### src/rtl/sv32_ptw_pkg.sv
// Shared types and constants for the Sv32 page-table walker.
package ptw_pkg;

   typedef enum logic [1:0] {
      ST_IDLE = 2'd0,
      ST_L1   = 2'd1,
      ST_L0   = 2'd2,
      ST_RESP = 2'd3
   } ptw_state_e;

   localparam int PTE_V = 0;
   localparam int PTE_R = 1;
   localparam int PTE_W = 2;
   localparam int PTE_X = 3;
   localparam int PTE_U = 4;
   localparam int PTE_G = 5;
   localparam int PTE_A = 6;
   localparam int PTE_D = 7;

   localparam int PTE_PPN_LSB = 10;
   localparam int PAGE_OFFSET = 12;
   localparam int LEVELS      = 2;

   // Word address of a PTE: ({ppn,12'b0} + vpn*4) >> 2 is simply {ppn, vpn}.
   function automatic logic [31:0] pte_word_addr(input logic [21:0] ppn, input logic [9:0] vpn);
      return {ppn, vpn};
   endfunction

endpackage

### src/rtl/sv32_ptw_if.sv
// Request/response handshake between the TLB miss path and the walker.
interface sv32_ptw_if;

   logic        req_valid;
   logic        req_ready;
   logic [31:0] req_vaddr;
   logic [21:0] req_satp_ppn;

   logic        resp_valid;
   logic        resp_ready;
   logic        resp_fault;
   logic        resp_level;
   logic [31:0] resp_pte;
   logic [33:0] resp_paddr;

   // Requester side (TLB miss path)
   modport master (
      output req_valid, req_vaddr, req_satp_ppn, resp_ready,
      input  req_ready, resp_valid, resp_fault, resp_level, resp_pte, resp_paddr
   );

   // Walker side
   modport slave (
      input  req_valid, req_vaddr, req_satp_ppn, resp_ready,
      output req_ready, resp_valid, resp_fault, resp_level, resp_pte, resp_paddr
   );

endinterface

### src/rtl/sv32_ptw_pte_check.sv
// Combinational classification of a fetched PTE at a given walk level.
module ptw_pte_check
   import ptw_pkg::*;
(
   input  logic [31:0] pte,
   input  logic        level,     // 1 = first-level table, 0 = second-level
   output logic        is_leaf,
   output logic        is_fault
);

   logic invalid;
   logic misaligned;

   assign invalid    = !pte[PTE_V] || (!pte[PTE_R] && pte[PTE_W]);
   assign is_leaf    = pte[PTE_R] | pte[PTE_X];
   // A superpage leaf must have ppn0 clear, otherwise it is not 4 MiB aligned.
   assign misaligned = level && is_leaf && (pte[PTE_PPN_LSB +: 10] != 10'd0);
   // A pointer in the last level has nowhere left to go.
   assign is_fault   = invalid || misaligned || (!level && !is_leaf);

endmodule

### src/rtl/sv32_ptw.sv
// Sv32 hardware page-table walker: two-level read-only walk over dmem port 2.
module sv32_ptw
   import ptw_pkg::*;
#(
   parameter int DATA_WHITH = 32,
   parameter int ADDR_WHITH = 10
) (
   input  logic                  clk,
   input  logic                  rst_n,
   input  logic                  flush,
   sv32_ptw_if.slave             bus,
   output logic [ADDR_WHITH-1:0] ptw_addr,
   input  logic [DATA_WHITH-1:0] ptw_rdata,
   input  logic                  mem_wen_busy
);

   ptw_state_e  state_reg;
   logic [21:0] vaddr_low_reg;    // vpn0 + page offset; vpn1 is consumed at accept
   logic [31:0] pte_waddr_reg;    // PTE physical address >> 2, zero outside L1/L0
   logic        resp_valid_reg;
   logic        resp_fault_reg;
   logic        resp_level_reg;
   logic [31:0] resp_pte_reg;
   logic [33:0] resp_paddr_reg;

   logic [31:0] pte;
   logic        at_l1;
   logic        access_fault;
   logic        is_leaf;
   logic        is_fault;

   assign pte          = ptw_rdata;
   assign at_l1        = (state_reg == ST_L1);
   // PTE lies outside the memory reachable through ptw_addr.
   assign access_fault = |pte_waddr_reg[31:ADDR_WHITH];
   assign ptw_addr     = pte_waddr_reg[ADDR_WHITH-1:0];

   assign bus.req_ready  = (state_reg == ST_IDLE) && !flush;
   assign bus.resp_valid = resp_valid_reg;
   assign bus.resp_fault = resp_fault_reg;
   assign bus.resp_level = resp_level_reg;
   assign bus.resp_pte   = resp_pte_reg;
   assign bus.resp_paddr = resp_paddr_reg;

   ptw_pte_check u_check (
      .pte      (pte),
      .level    (at_l1),
      .is_leaf  (is_leaf),
      .is_fault (is_fault)
   );

   // Walk FSM with registered address and response outputs.
   always_ff @(posedge clk or negedge rst_n) begin
      if (!rst_n) begin
         state_reg      <= ST_IDLE;
         vaddr_low_reg  <= '0;
         pte_waddr_reg  <= '0;
         resp_valid_reg <= 1'b0;
         resp_fault_reg <= 1'b0;
         resp_level_reg <= 1'b0;
         resp_pte_reg   <= '0;
         resp_paddr_reg <= '0;
      end else if (flush) begin
         state_reg      <= ST_IDLE;
         pte_waddr_reg  <= '0;
         resp_valid_reg <= 1'b0;
         resp_fault_reg <= 1'b0;
         resp_level_reg <= 1'b0;
         resp_pte_reg   <= '0;
         resp_paddr_reg <= '0;
      end else begin
         case (state_reg)
            ST_IDLE: begin
               if (bus.req_valid) begin
                  vaddr_low_reg <= bus.req_vaddr[21:0];
                  pte_waddr_reg <= pte_word_addr(bus.req_satp_ppn, bus.req_vaddr[31:22]);
                  state_reg     <= ST_L1;
               end
            end
            ST_L1, ST_L0: begin
               if (access_fault) begin
                  // No read is issued; there is no PTE to report.
                  state_reg      <= ST_RESP;
                  pte_waddr_reg  <= '0;
                  resp_valid_reg <= 1'b1;
                  resp_fault_reg <= 1'b1;
                  resp_level_reg <= at_l1;
                  resp_pte_reg   <= '0;
                  resp_paddr_reg <= '0;
               end else if (!mem_wen_busy) begin
                  if (is_fault) begin
                     state_reg      <= ST_RESP;
                     pte_waddr_reg  <= '0;
                     resp_valid_reg <= 1'b1;
                     resp_fault_reg <= 1'b1;
                     resp_level_reg <= at_l1;
                     resp_pte_reg   <= pte;
                     resp_paddr_reg <= '0;
                  end else if (is_leaf) begin
                     state_reg      <= ST_RESP;
                     pte_waddr_reg  <= '0;
                     resp_valid_reg <= 1'b1;
                     resp_fault_reg <= 1'b0;
                     resp_level_reg <= at_l1;
                     resp_pte_reg   <= pte;
                     resp_paddr_reg <= at_l1 ? {pte[31:20], vaddr_low_reg}
                                             : {pte[31:PTE_PPN_LSB], vaddr_low_reg[PAGE_OFFSET-1:0]};
                  end else begin
                     // Pointer PTE (only reachable in L1): descend one level.
                     pte_waddr_reg <= pte_word_addr(pte[31:PTE_PPN_LSB], vaddr_low_reg[21:12]);
                     state_reg     <= ST_L0;
                  end
               end
            end
            ST_RESP: begin
               if (bus.resp_ready) begin
                  state_reg      <= ST_IDLE;
                  resp_valid_reg <= 1'b0;
                  resp_fault_reg <= 1'b0;
                  resp_level_reg <= 1'b0;
                  resp_pte_reg   <= '0;
                  resp_paddr_reg <= '0;
               end
            end
            default: state_reg <= ST_IDLE;
         endcase
      end
   end

endmodule
### src/flat_wrapper.sv
// flat-port wrapper written by rule: the top's interface ports become plain ports
module sv32_ptw_flat import ptw_pkg::*;
#(
   parameter int DATA_WHITH = 32,
   parameter int ADDR_WHITH = 10
)
  (clk, rst_n, flush, ptw_addr, ptw_rdata, mem_wen_busy, bus_req_valid, bus_req_vaddr, bus_req_satp_ppn, bus_resp_ready, bus_req_ready, bus_resp_valid, bus_resp_fault, bus_resp_level, bus_resp_pte, bus_resp_paddr);
  sv32_ptw_if bus_i ();
  input  logic clk;
  input  logic rst_n;
  input  logic flush;
  output logic [ADDR_WHITH-1:0] ptw_addr;
  input  logic [DATA_WHITH-1:0] ptw_rdata;
  input  logic mem_wen_busy;
  input wire logic [$bits(bus_i.req_valid)-1:0] bus_req_valid;
  input wire logic [$bits(bus_i.req_vaddr)-1:0] bus_req_vaddr;
  input wire logic [$bits(bus_i.req_satp_ppn)-1:0] bus_req_satp_ppn;
  input wire logic [$bits(bus_i.resp_ready)-1:0] bus_resp_ready;
  output wire logic [$bits(bus_i.req_ready)-1:0] bus_req_ready;
  output wire logic [$bits(bus_i.resp_valid)-1:0] bus_resp_valid;
  output wire logic [$bits(bus_i.resp_fault)-1:0] bus_resp_fault;
  output wire logic [$bits(bus_i.resp_level)-1:0] bus_resp_level;
  output wire logic [$bits(bus_i.resp_pte)-1:0] bus_resp_pte;
  output wire logic [$bits(bus_i.resp_paddr)-1:0] bus_resp_paddr;
  assign bus_i.req_valid = bus_req_valid;
  assign bus_i.req_vaddr = bus_req_vaddr;
  assign bus_i.req_satp_ppn = bus_req_satp_ppn;
  assign bus_i.resp_ready = bus_resp_ready;
  assign bus_req_ready = bus_i.req_ready;
  assign bus_resp_valid = bus_i.resp_valid;
  assign bus_resp_fault = bus_i.resp_fault;
  assign bus_resp_level = bus_i.resp_level;
  assign bus_resp_pte = bus_i.resp_pte;
  assign bus_resp_paddr = bus_i.resp_paddr;
  sv32_ptw #(.DATA_WHITH(DATA_WHITH), .ADDR_WHITH(ADDR_WHITH)) u_core (.clk(clk), .rst_n(rst_n), .flush(flush), .bus(bus_i), .ptw_addr(ptw_addr), .ptw_rdata(ptw_rdata), .mem_wen_busy(mem_wen_busy));
endmodule
### config.mk
export PLATFORM = sky130hd
export DESIGN_NAME = sv32_ptw_flat
export DESIGN_NICKNAME = d
export VERILOG_FILES = /design/src/rtl/sv32_ptw_pkg.sv /design/src/rtl/sv32_ptw_if.sv /design/src/rtl/sv32_ptw_pte_check.sv /design/src/rtl/sv32_ptw.sv /design/src/flat_wrapper.sv
export SDC_FILE = /design/constraint.sdc
export NUM_CORES = 1
export LEC_CHECK = 0
export BUFFER_PORTS_ARGS = -buffer_cell sky130_fd_sc_hd__buf_2
export CAP_MARGIN = 0
export CORE_MARGIN = 2
export CORE_UTILIZATION = 51
export CTS_CLUSTER_SIZE = 14
export DETAILED_ROUTE_END_ITERATION = 12
export HOLD_SLACK_MARGIN = 0.08
export PLACE_DENSITY_LB_ADDON = 0.08
export RECOVER_POWER = 25
export SYNTH_ARGS = -nofsm -noshare
export SYNTH_HDL_FRONTEND = slang
export SYNTH_SLANG_ARGS = --single-unit
### constraint.sdc
create_clock -name clk -period 3.1 [get_ports clk]
set_input_delay 0.62 -clock clk [delete_from_list [all_inputs] [get_ports clk]]
set_output_delay 0.62 -clock clk [all_outputs]
set_load 0.01 [all_outputs]
Yosys cells after proc, flatten, opt, wreduce, memory -nomap -nowiden
Index checks and enable logic that the tools add are counted.
- flip-flop bits (word level): 125
- input bits: 92
- output and inout port bits: 80
- word-level logic and storage cells: 89
- eq/ne operators: 7
- mux-type cells: 49
- bitwise gates (word level): 2
- reductions and logical operators: 23
- operators with widths (operator ; number):
    $mux W32 ; 12
    $mux W34 ; 6
    $pmux W32 S2 ; 2
    $pmux W34 S2 ; 1
    $mux W22 ; 1
    $reduce_or A22 Y1 ; 1
    $mux W1 ; 17
    $mux W2 ; 6
    $reduce_bool A10 Y1 ; 1
    $reduce_and A3 Y1 ; 3
    $ne A3 B3 Y1 const B ; 2
    $pmux W1 S2 ; 3
    $pmux W2 S3 ; 1
    $reduce_bool A3 Y1 ; 2
    $logic_and A1 B1 Y1 ; 5
    $logic_not A1 Y1 ; 5
    $ne A5 B3 Y1 const B ; 1
    $eq A2 B2 Y1 const B ; 2
    $ne A4 B3 Y1 const B ; 1
    $reduce_and A4 Y1 ; 1
    $logic_or A1 B1 Y1 ; 3
    $eq A2 B1 Y1 const B ; 1
    $logic_not A2 Y1 ; 1
    $reduce_or A2 Y1 ; 1
    other kinds (2) ; 2

Logic depth before layout (Yosys ltp)
Gate-level depths: netlist of run 1.
- word-level depth: 10
- mapped depth: 9
- mapped depth without buffers: 7

Modules after synthesis
Synthesis of run 1 repeated with hierarchy kept, for this count alone.
- cell total of the unflattened synthesis: 545
- area total of the unflattened synthesis: 6317.3 um^2
- by module, submodules not included (module ; instances ; cells each ; area each (um^2) ; sequential area each (um^2)):
    sv32_ptw ; 1 ; 537 ; 6263.5 ; 3128.0
    ptw_pte_check ; 1 ; 8 ; 53.8 ; 0.0

Least setup slack after synthesis of run 1
Ideal clock, no wire load.
- path kind: in2reg
- start: input port ptw_rdata[2]
- end: register u_core.resp_paddr_reg[18], in the netlist u_core.bus.resp_paddr[18]
- setup time: 0.125 ns
- arrival time: 2.346 ns
- data required time: 2.975 ns
- setup slack: 0.629 ns
- stages: 5
- path buffers: 1
- cells stage by stage: or4_1 a2111o_1 a21oi_2 buf_4 mux2_2
- longest elaborated chain between the ends: 9
- elaborated cells on any way between the ends: 11
- those cells by class: eq/ne (1); mux (5); reduce/logical (5)
- RTL lines (element ; RTL line ; RTL):
    from (decl) ; flat_wrapper.sv:13 ; input logic [DATA_WHITH-1:0] ptw_rdata;
    $logic_and A1 B1 Y1 (*) ; sv32_ptw_pte_check.sv:14 ; assign invalid = !pte[PTE_V] || (!pte[PTE_R] && pte[PTE_W]);
    $logic_or A1 B1 Y1 (*) ; sv32_ptw_pte_check.sv:14 ;
    $logic_or A1 B1 Y1 (*) (2 in a row) ; sv32_ptw_pte_check.sv:19 ; assign is_fault = invalid || misaligned || (!level && !is_leaf);
    $mux W34 ; sv32_ptw.sv:91 ; if (is_fault) begin
    $mux W34 ; sv32_ptw.sv:90 ; end else if (!mem_wen_busy) begin
    $mux W34 ; sv32_ptw.sv:81 ; if (access_fault) begin
    $pmux W34 S2 ; sv32_ptw.sv:72 ; case (state_reg)
    $mux W34 ; sv32_ptw.sv:63 ; end else if (flush) begin
    to (signal assigned) ; sv32_ptw.sv:106 ; resp_paddr_reg <= at_l1 ? {pte[31:20], vaddr_low_reg}
    to (decl) ; sv32_ptw.sv:24 ; logic [33:0] resp_paddr_reg;
Mark *: on every way between the ends. The rest lies on a longest branch, timed or not. The select of a mux whose other input is x is not followed.
A chain may end at the register's enable or synchronous reset.

Final worst setup path of run 1
- start: register u_core.state_reg[1]
- end: register u_core.resp_paddr_reg[19], in the netlist u_core.bus.resp_paddr[19]
- longest elaborated chain between the ends: 10
- elaborated cells on any way between the ends: 22
- those cells by class: eq/ne (6); mux (7); reduce/logical (9)
- RTL lines (element ; RTL line ; RTL):
    from (decl) ; sv32_ptw.sv:17 ; ptw_state_e state_reg;
    from (signal assigned) ; sv32_ptw.sv:55 ; state_reg <= ST_IDLE;
    from (signal assigned) ; sv32_ptw.sv:64 ; state_reg <= ST_IDLE;
    from (signal assigned) ; sv32_ptw.sv:77 ; state_reg <= ST_L1;
    $eq A2 B1 Y1 ; sv32_ptw.sv:33, sv32_ptw.sv:72 ;
    $logic_and A1 B1 Y1 (2 in a row) ; sv32_ptw_pte_check.sv:17 ; assign misaligned = level && is_leaf && (pte[PTE_PPN_LSB +: 10] != 10'd0);
    $logic_or A1 B1 Y1 (2 in a row) ; sv32_ptw_pte_check.sv:19 ;
    $mux W34 ; sv32_ptw.sv:91 ;
    $mux W34 ; sv32_ptw.sv:90 ;
    $mux W34 ; sv32_ptw.sv:81 ;
    $pmux W34 S2 ; sv32_ptw.sv:72 ;
    $mux W34 ; sv32_ptw.sv:63 ;
Parallel ways exist; a longest one is shown, timed or not. The select of a mux whose other input is x is not followed.

==> flow_summary.toml, run 1 <==
[run_status]
status = "complete, no violations"

[die]
num_rows = 39
die_area_mm2 = 0.01233
die_h_um = 111.0
die_w_um = 111.0
coreArea_mm2 = 0.01132
ios = 172
initial_utilization = 0.5160

[final_layout]
drive_above_1_share = 0.4227
fill_cells = 915
largest_reg_flops = 34
nNetsFinal = 769
register_area_mm2 = 0.003128
final_cell_count_no_fill = 829
diodes = 0
layout_common_cells = "buf_2 (170), dfrtp_1 (125), mux2_2 (67)"
syn_to_final_growth_pct = 28.21
multiInputGateArea_mm2 = 0.002322
layout_commonest_cell = "buf_2"

[pwr]
p_seq_frac = 0.360
power_per_cell_area_mw_per_mm2 = 841.3
ir_drop_mv = 0.3951
power_frac_clock = 0.333
p_leak_nw = 3.761
share_comb_of_total_power = 0.307
p_sw_w = 0.001900
p_sw_frac = 0.3015
p_int_w = 0.004401

[cts]
clkTransAtPathRegs_ns = 0.05
cts_resized = 0
clk_path_buf_depth = 2
h-tree-depth = 4
numCtsBuffers = 17
cts_hold_buffers = 0
clock_latency_ns = 0.42
post_cts_buffers = 0
cts_sinks = 125
cts_tree = "yes"
root_buffer = "clkbuf_16"

[route]
vias = 4255
final_antenna_net_count = 0
first_iter_violations = 179
drt_wl_total_mm = 13.92
post_drt_wl_per_cell_um = 16.79
remaining_drc_errors = 0
first_pass_iters = 4
viasPerCell = 5.133

[timing]
rsz0062_at_grt = "false"
clock_skew_ns = 0.005340
fin_crit_sh = 0.8789
setup_viol = 0
tightest_slew_ns = 1.353
whs_ns = 0.4310
max_freq_mhz = 367.0
final_max_slew_viol_count = 0
hold_violations = 0
setup_tns_ns = 0
relSlewSlack = 0.09810
fin_crit_ns = 2.725

[global_routing]
grt_pass1_vias = 4563
grt_pass1_wl_mm = 22.84
grt_antenna_before_repair = 0
grtUsageTotal = 0.2361
overflow = 0
grt_max_degree = 74

[setup_path]
max_stage_delay_ns = 0.49
r2r_slack_ns = 0.38
crit_fanout = 38
critPathLaunchType = "flip-flop"
crit_path_end_kind = "flip-flop"
worstSetupPathType = "flip-flop to flip-flop"
path_buf_inv = 2
cp.arrival_ns = 3.02
crit_required_ns = 3.40
cp.depth = 8
r2r_end = "u_core.bus.resp_paddr[19]$_DFFE_PN0P_"
r2r_cells = 8
r2r_start = "u_core.state_reg[1]$_DFFE_PN0P_"
slowest_stage = "or4_1"
critPathTopFamily = "compound AO/OA/AOI/OAI gates"
path_cells = "inv_1 -> ha_1 -> nand2_1 -> or4_1 -> a2111o_1 -> a21oi_4 -> buf_12 -> mux2_2"

[logic_synthesis]
synth_top_family_by_area = "multiplexers"
synth-xor-area-share = 0
ys_types = 27
synth_fa_ha_area_frac = 0.008567
synth_area_mm2 = 0.005842
yosys.area_share.simple = 0.07796
syn_avg_cell_area_um2 = 11.59
synthTopCellsByArea = "dfrtp_1 (54%), mux2_2 (13%), mux2i_1 (11%)"
synthesis.nets = 600
yosysWarnings = 0
synth-compound-area-share = 0.06425
synth_seq_cells = 125
synthCells = 504
yosysTopAreaCellShare = 0.5354
synth_top_cell_by_area = "dfrtp_1"
synth_mux_area_frac = 0.2422
ys_seq_area_frac = 0.5354

[run]
cap_viol_max_count = 0

[placement]
dp.final_hpwl_mm = 9.900
routabilityCongestion = 0.8766
dp_cells = 797
port_buffers = 171

[min_path]
hold_path_class = "primary input to flip-flop"
hold_start = "bus_req_vaddr[17]"
holdPathStages = 2
hold-path-endpoint = "u_core.vaddr_low_reg[17]$_DFFE_PN0P_"
==> final cells by class <==
cell class	count	share of cell area
clock inverter	5	0.01336
inverter	61	0.03057
timing repair buffer	185	0.1333
sequential	125	0.4176
clock buffer	27	0.07117
tap	143	0.02389
multi-input combinational	283	0.3101
==> metal layers <==
metal / wire [µm] / part of all wire / track usage
met1: 6086 / 0.44 / 0.3052
met2: 6768 / 0.49 / 0.3832
met3: 877 / 0.063 / 0.07108
met4: 187 / 0.013 / 0.07901
met5: 0 / 0 / 0
==> power groups by stage <==
stage,sequential [W],combinational [W],clock [W]
finish,0.00227,0.00194,0.00210
global placement,0.00227,0.00190,0
CTS,0.00226,0.00196,0.00214
detailed placement,0.00229,0.00195,0
global route,0.00231,0.00210,0.00220
floorplan,0.00225,0.00141,0
==> worst max path at each step <==
stage                                                    start                               endpoint
after floorplan                                   ptw_rdata[2]  u_core.bus.resp_paddr[18]$_DFFE_PN0P_
after global placement                            ptw_rdata[2]  u_core.bus.resp_paddr[21]$_DFFE_PN0P_
after detailed placement                          ptw_rdata[2]  u_core.bus.resp_paddr[20]$_DFFE_PN0P_
after CTS                      u_core.state_reg[1]$_DFFE_PN0P_  u_core.bus.resp_paddr[19]$_DFFE_PN0P_
after global routing      u_core.pte_waddr_reg[17]$_DFFE_PN0P_    u_core.pte_waddr_reg[5]$_DFFE_PN0P_
final                          u_core.state_reg[1]$_DFFE_PN0P_  u_core.bus.resp_paddr[19]$_DFFE_PN0P_
==> synthesized netlist by cell type <==
cell type and number:
or4_1 1, buf_2 7, nand2b_1 2, clkbuf_1 10, nand4_1 1, dfrtp_1 125
mux2_2 67, nor4_1 10, nand2_1 61, o21ba_2 1, a21oi_1 2, a21boi_0 1
a22o_1 32, nor2b_1 14, mux2i_1 66, buf_4 13, nor2_1 12, buf_1 5
o221a_2 2, a31oi_1 1, a21oi_2 1, inv_1 61, a2111o_1 1, ha_1 4
nand3_1 1, o21ai_0 2, o31a_1 1
==> logic make-up after synthesis <==
kind of cell | Yosys count
and+or+nand+nor | 102
muxes | 133
adders and majority gates | 4
buffers and inverters | 96
AOI/OAI and AO/OA | 44
DFF | 125
==> worst reg2reg max path: cells and delay by family, from the launching register on <==
kind,cells,cell delay [ns]
flip-flops,1,0.40
AO/OA/AOI/OAI,2,0.71
AND/OR/NAND/NOR,2,0.55
adder cells (fa/ha/maj),1,0.17
multiplexers,1,0.40
buffers and inverters,2,0.39
==> stage by stage <==
step / power [W] / instance area (µm²) / worst slack [ns] / util
final: 0.006301 / 7490 / 0.3754 / 0.6616
after global routing: 0.006617 / 7490 / 0.2751 / 0.6616
after CTS: 0.006363 / 7508 / 0.3774 / 0.6632
after detailed placement: 0.004240 / 6875 / 0.2447 / 0.6073
after global placement: 0.004177 / 6875 / 0.3231 / 0.6073
after floorplan: 0.003660 / 5842 / 0.6293 / -
Note: power is estimated with default switching activity, not from simulation.
==> run 2, diff against run 1 <==
--- a/config.mk
+++ b/config.mk
@@ -12,8 +12,8 @@
 export CTS_CLUSTER_SIZE = 14
 export DETAILED_ROUTE_END_ITERATION = 12
 export HOLD_SLACK_MARGIN = 0.08
-export PLACE_DENSITY_LB_ADDON = 0.08
-export RECOVER_POWER = 25
+export PLACE_DENSITY = 0.79
+export RECOVER_POWER = 50
 export SYNTH_ARGS = -nofsm -noshare
 export SYNTH_HDL_FRONTEND = slang
 export SYNTH_SLANG_ARGS = --single-unit
==> flow_summary.toml, run 2 (same netlist as run 1, synthesis figures left out) <==
[cts]
h-tree-depth = 4
clock_latency_ns = 0.42
clkTransAtPathRegs_ns = 0.06
cts_resized = 0
cts_sinks = 125
post_cts_buffers = 0
cts_tree = "yes"
root_buffer = "clkbuf_16"
cts_hold_buffers = 0
numCtsBuffers = 17
clk_path_buf_depth = 2

[die]
die_h_um = 111.0
coreArea_mm2 = 0.01132
die_w_um = 111.0
ios = 172
num_rows = 39
die_area_mm2 = 0.01233
initial_utilization = 0.5160

[global_routing]
grt_use_met3 = 0.07217
grtUsageMet1 = 0.3102
overflow = 0
busiest_layer = "met2"
grt_max_degree = 126
use_met2 = 0.4004
grt_pass1_wl_mm = 24.03
grt_antenna_before_repair = 0
grt_pass1_vias = 4806
grtUsageTotal = 0.2479

[route]
vias = 4433
first_pass_iters = 4
remaining_drc_errors = 0
drt_wl_total_mm = 14.61
viasPerCell = 5.341
first_iter_violations = 228
post_drt_wl_per_cell_um = 17.60
final_antenna_net_count = 0

[final_layout]
register_area_mm2 = 0.003128
multiInputGateArea_mm2 = 0.002322
largest_reg_flops = 34
syn_to_final_growth_pct = 27.78
layout_common_cells = "buf_2 (130), dfrtp_1 (125), mux2_2 (67)"
nNetsFinal = 770
final_cell_count_no_fill = 830
layout_commonest_cell = "buf_2"
diodes = 0
drive_above_1_share = 0.3639
fill_cells = 931

[placement]
routabilityCongestion = 0.8799
dp.final_hpwl_mm = 10.12
port_buffers = 171
dp_cells = 798

[timing]
fin_crit_sh = 0.8735
hold_violations = 0
final_max_slew_viol_count = 126
fin_crit_ns = 2.708
setup_tns_ns = 0
rsz0062_at_grt = "false"
clock_skew_ns = 0.007617
max_freq_mhz = 369.3
setup_viol = 0
relSlewSlack = -0.1399
tightest_slew_ns = 1.710

[pwr]
ir_drop_mv = 0.5117
p_leak_nw = 3.601
power_per_cell_area_mw_per_mm2 = 856.8

[setup_path]
startpoint = "u_core.state_reg[1]$_DFFE_PN0P_"
critPathLaunchType = "flip-flop"
crit_fanout = 32
crit_required_ns = 3.43
cp.arrival_ns = 3.04
crit_path_end_kind = "flip-flop"
slowest_stage = "a2111o_1"
worstSetupPathType = "flip-flop to flip-flop"
r2r_start = "u_core.state_reg[1]$_DFFE_PN0P_"
path_cells = "inv_1 -> ha_1 -> nand2_1 -> or4_1 -> a2111o_1 -> a21oi_4 -> buf_12 -> buf_4 -> mux2i_1"
max_stage_delay_ns = 0.48

[run_status]
failed_checks = "max-capacitance violations, max-slew violations"
status = "complete, but fails checks"

[min_path]
hold_path_class = "primary input to flip-flop"
hold_start = "bus_req_vaddr[7]"

[run]
cap_viol_max_count = 1
==> run 2: layout make-up <==
| type | count | share of cell area |
|---|---|---|
| multi-input cells | 283 | 0.3111 |
| repair buffers | 186 | 0.1284 |
| clock buffers | 27 | 0.07006 |
| flip-flops and latches | 125 | 0.4190 |
| well taps | 143 | 0.02397 |
| clock inverters | 5 | 0.01676 |
| inverters | 61 | 0.03067 |
==> run 2: per-layer routing <==
layer	wire length (µm)	part of all wire	up-vias
met3	1027	0.070	31
met2	7071	0.48	169
met4	377	0.026	0
li1	-	-	2031
met1	6132	0.42	2202
met5	0	0	-
==> run 2: path summary, 6_finish.rpt <==
| check | to | slack, ns | depth (start not counted) |
|---|---|---|---|
| worst max-delay path | u_core.bus.resp_paddr[3]$_DFFE_PN0P_ | 0.39 | 9 |
| worst min-delay path | u_core.vaddr_low_reg[7]$_DFFE_PN0P_ | 0.43 | 2 |
| worst max register to register | u_core.bus.resp_paddr[3]$_DFFE_PN0P_ | 0.39 | 9 |
| worst min register to register | u_core.pte_waddr_reg[31]$_DFFE_PN0P_ | 0.50 | 1 |
| max in group asynchronous | u_core.pte_waddr_reg[14]$_DFFE_PN0P_ | 1.36 | 1 |
| min in group asynchronous | u_core.bus.resp_pte[0]$_DFFE_PN0P_ | 0.64 | 1 |
==> run 2: worst max-delay path: cells and delay by family (launching register included) <==
family,cells,cell delay [ns]
adders and majority gates,1,0.17
buffers and inverters,3,0.60
muxes,1,0.22
AOI/OAI and AO/OA,2,0.68
DFF,1,0.40
and+or+nand+nor,2,0.51
==> run 2: per-stage QoR <==
| stage | instance area (µm²) | hold WS (ns) | setup WS, ns | power, W | util |
|---|---|---|---|---|---|
| 3_5_place_dp | 6870 | 0.4927 | 0.2601 | 0.004258 | 0.6069 |
| 5_1_grt | 7465 | 0.4317 | 0.2647 | 0.006704 | 0.6594 |
| 6_report | 7465 | 0.4303 | 0.3921 | 0.006396 | 0.6594 |
| 4_1_cts | 7518 | 0.4196 | 0.3941 | 0.006450 | 0.6641 |
| 2_1_floorplan | 5842 | 0.3244 | 0.6293 | 0.003660 | - |
| 3_3_place_gp | 6870 | 0.4829 | 0.3496 | 0.004175 | 0.6069 |
==> run 2: power by group <==
| group | switching (W) | total [W] | internal [W] | leakage (nW) |
|---|---|---|---|---|
| Combinational | 0.000991 | 0.00194 | 0.000953 | 1.61 |
| Sequential | 0.000243 | 0.00228 | 0.00203 | 1.67 |
| Clock | 0.000702 | 0.00218 | 0.00147 | 0.318 |
| Total | 0.00194 | 0.00640 | 0.00446 | 3.60 |
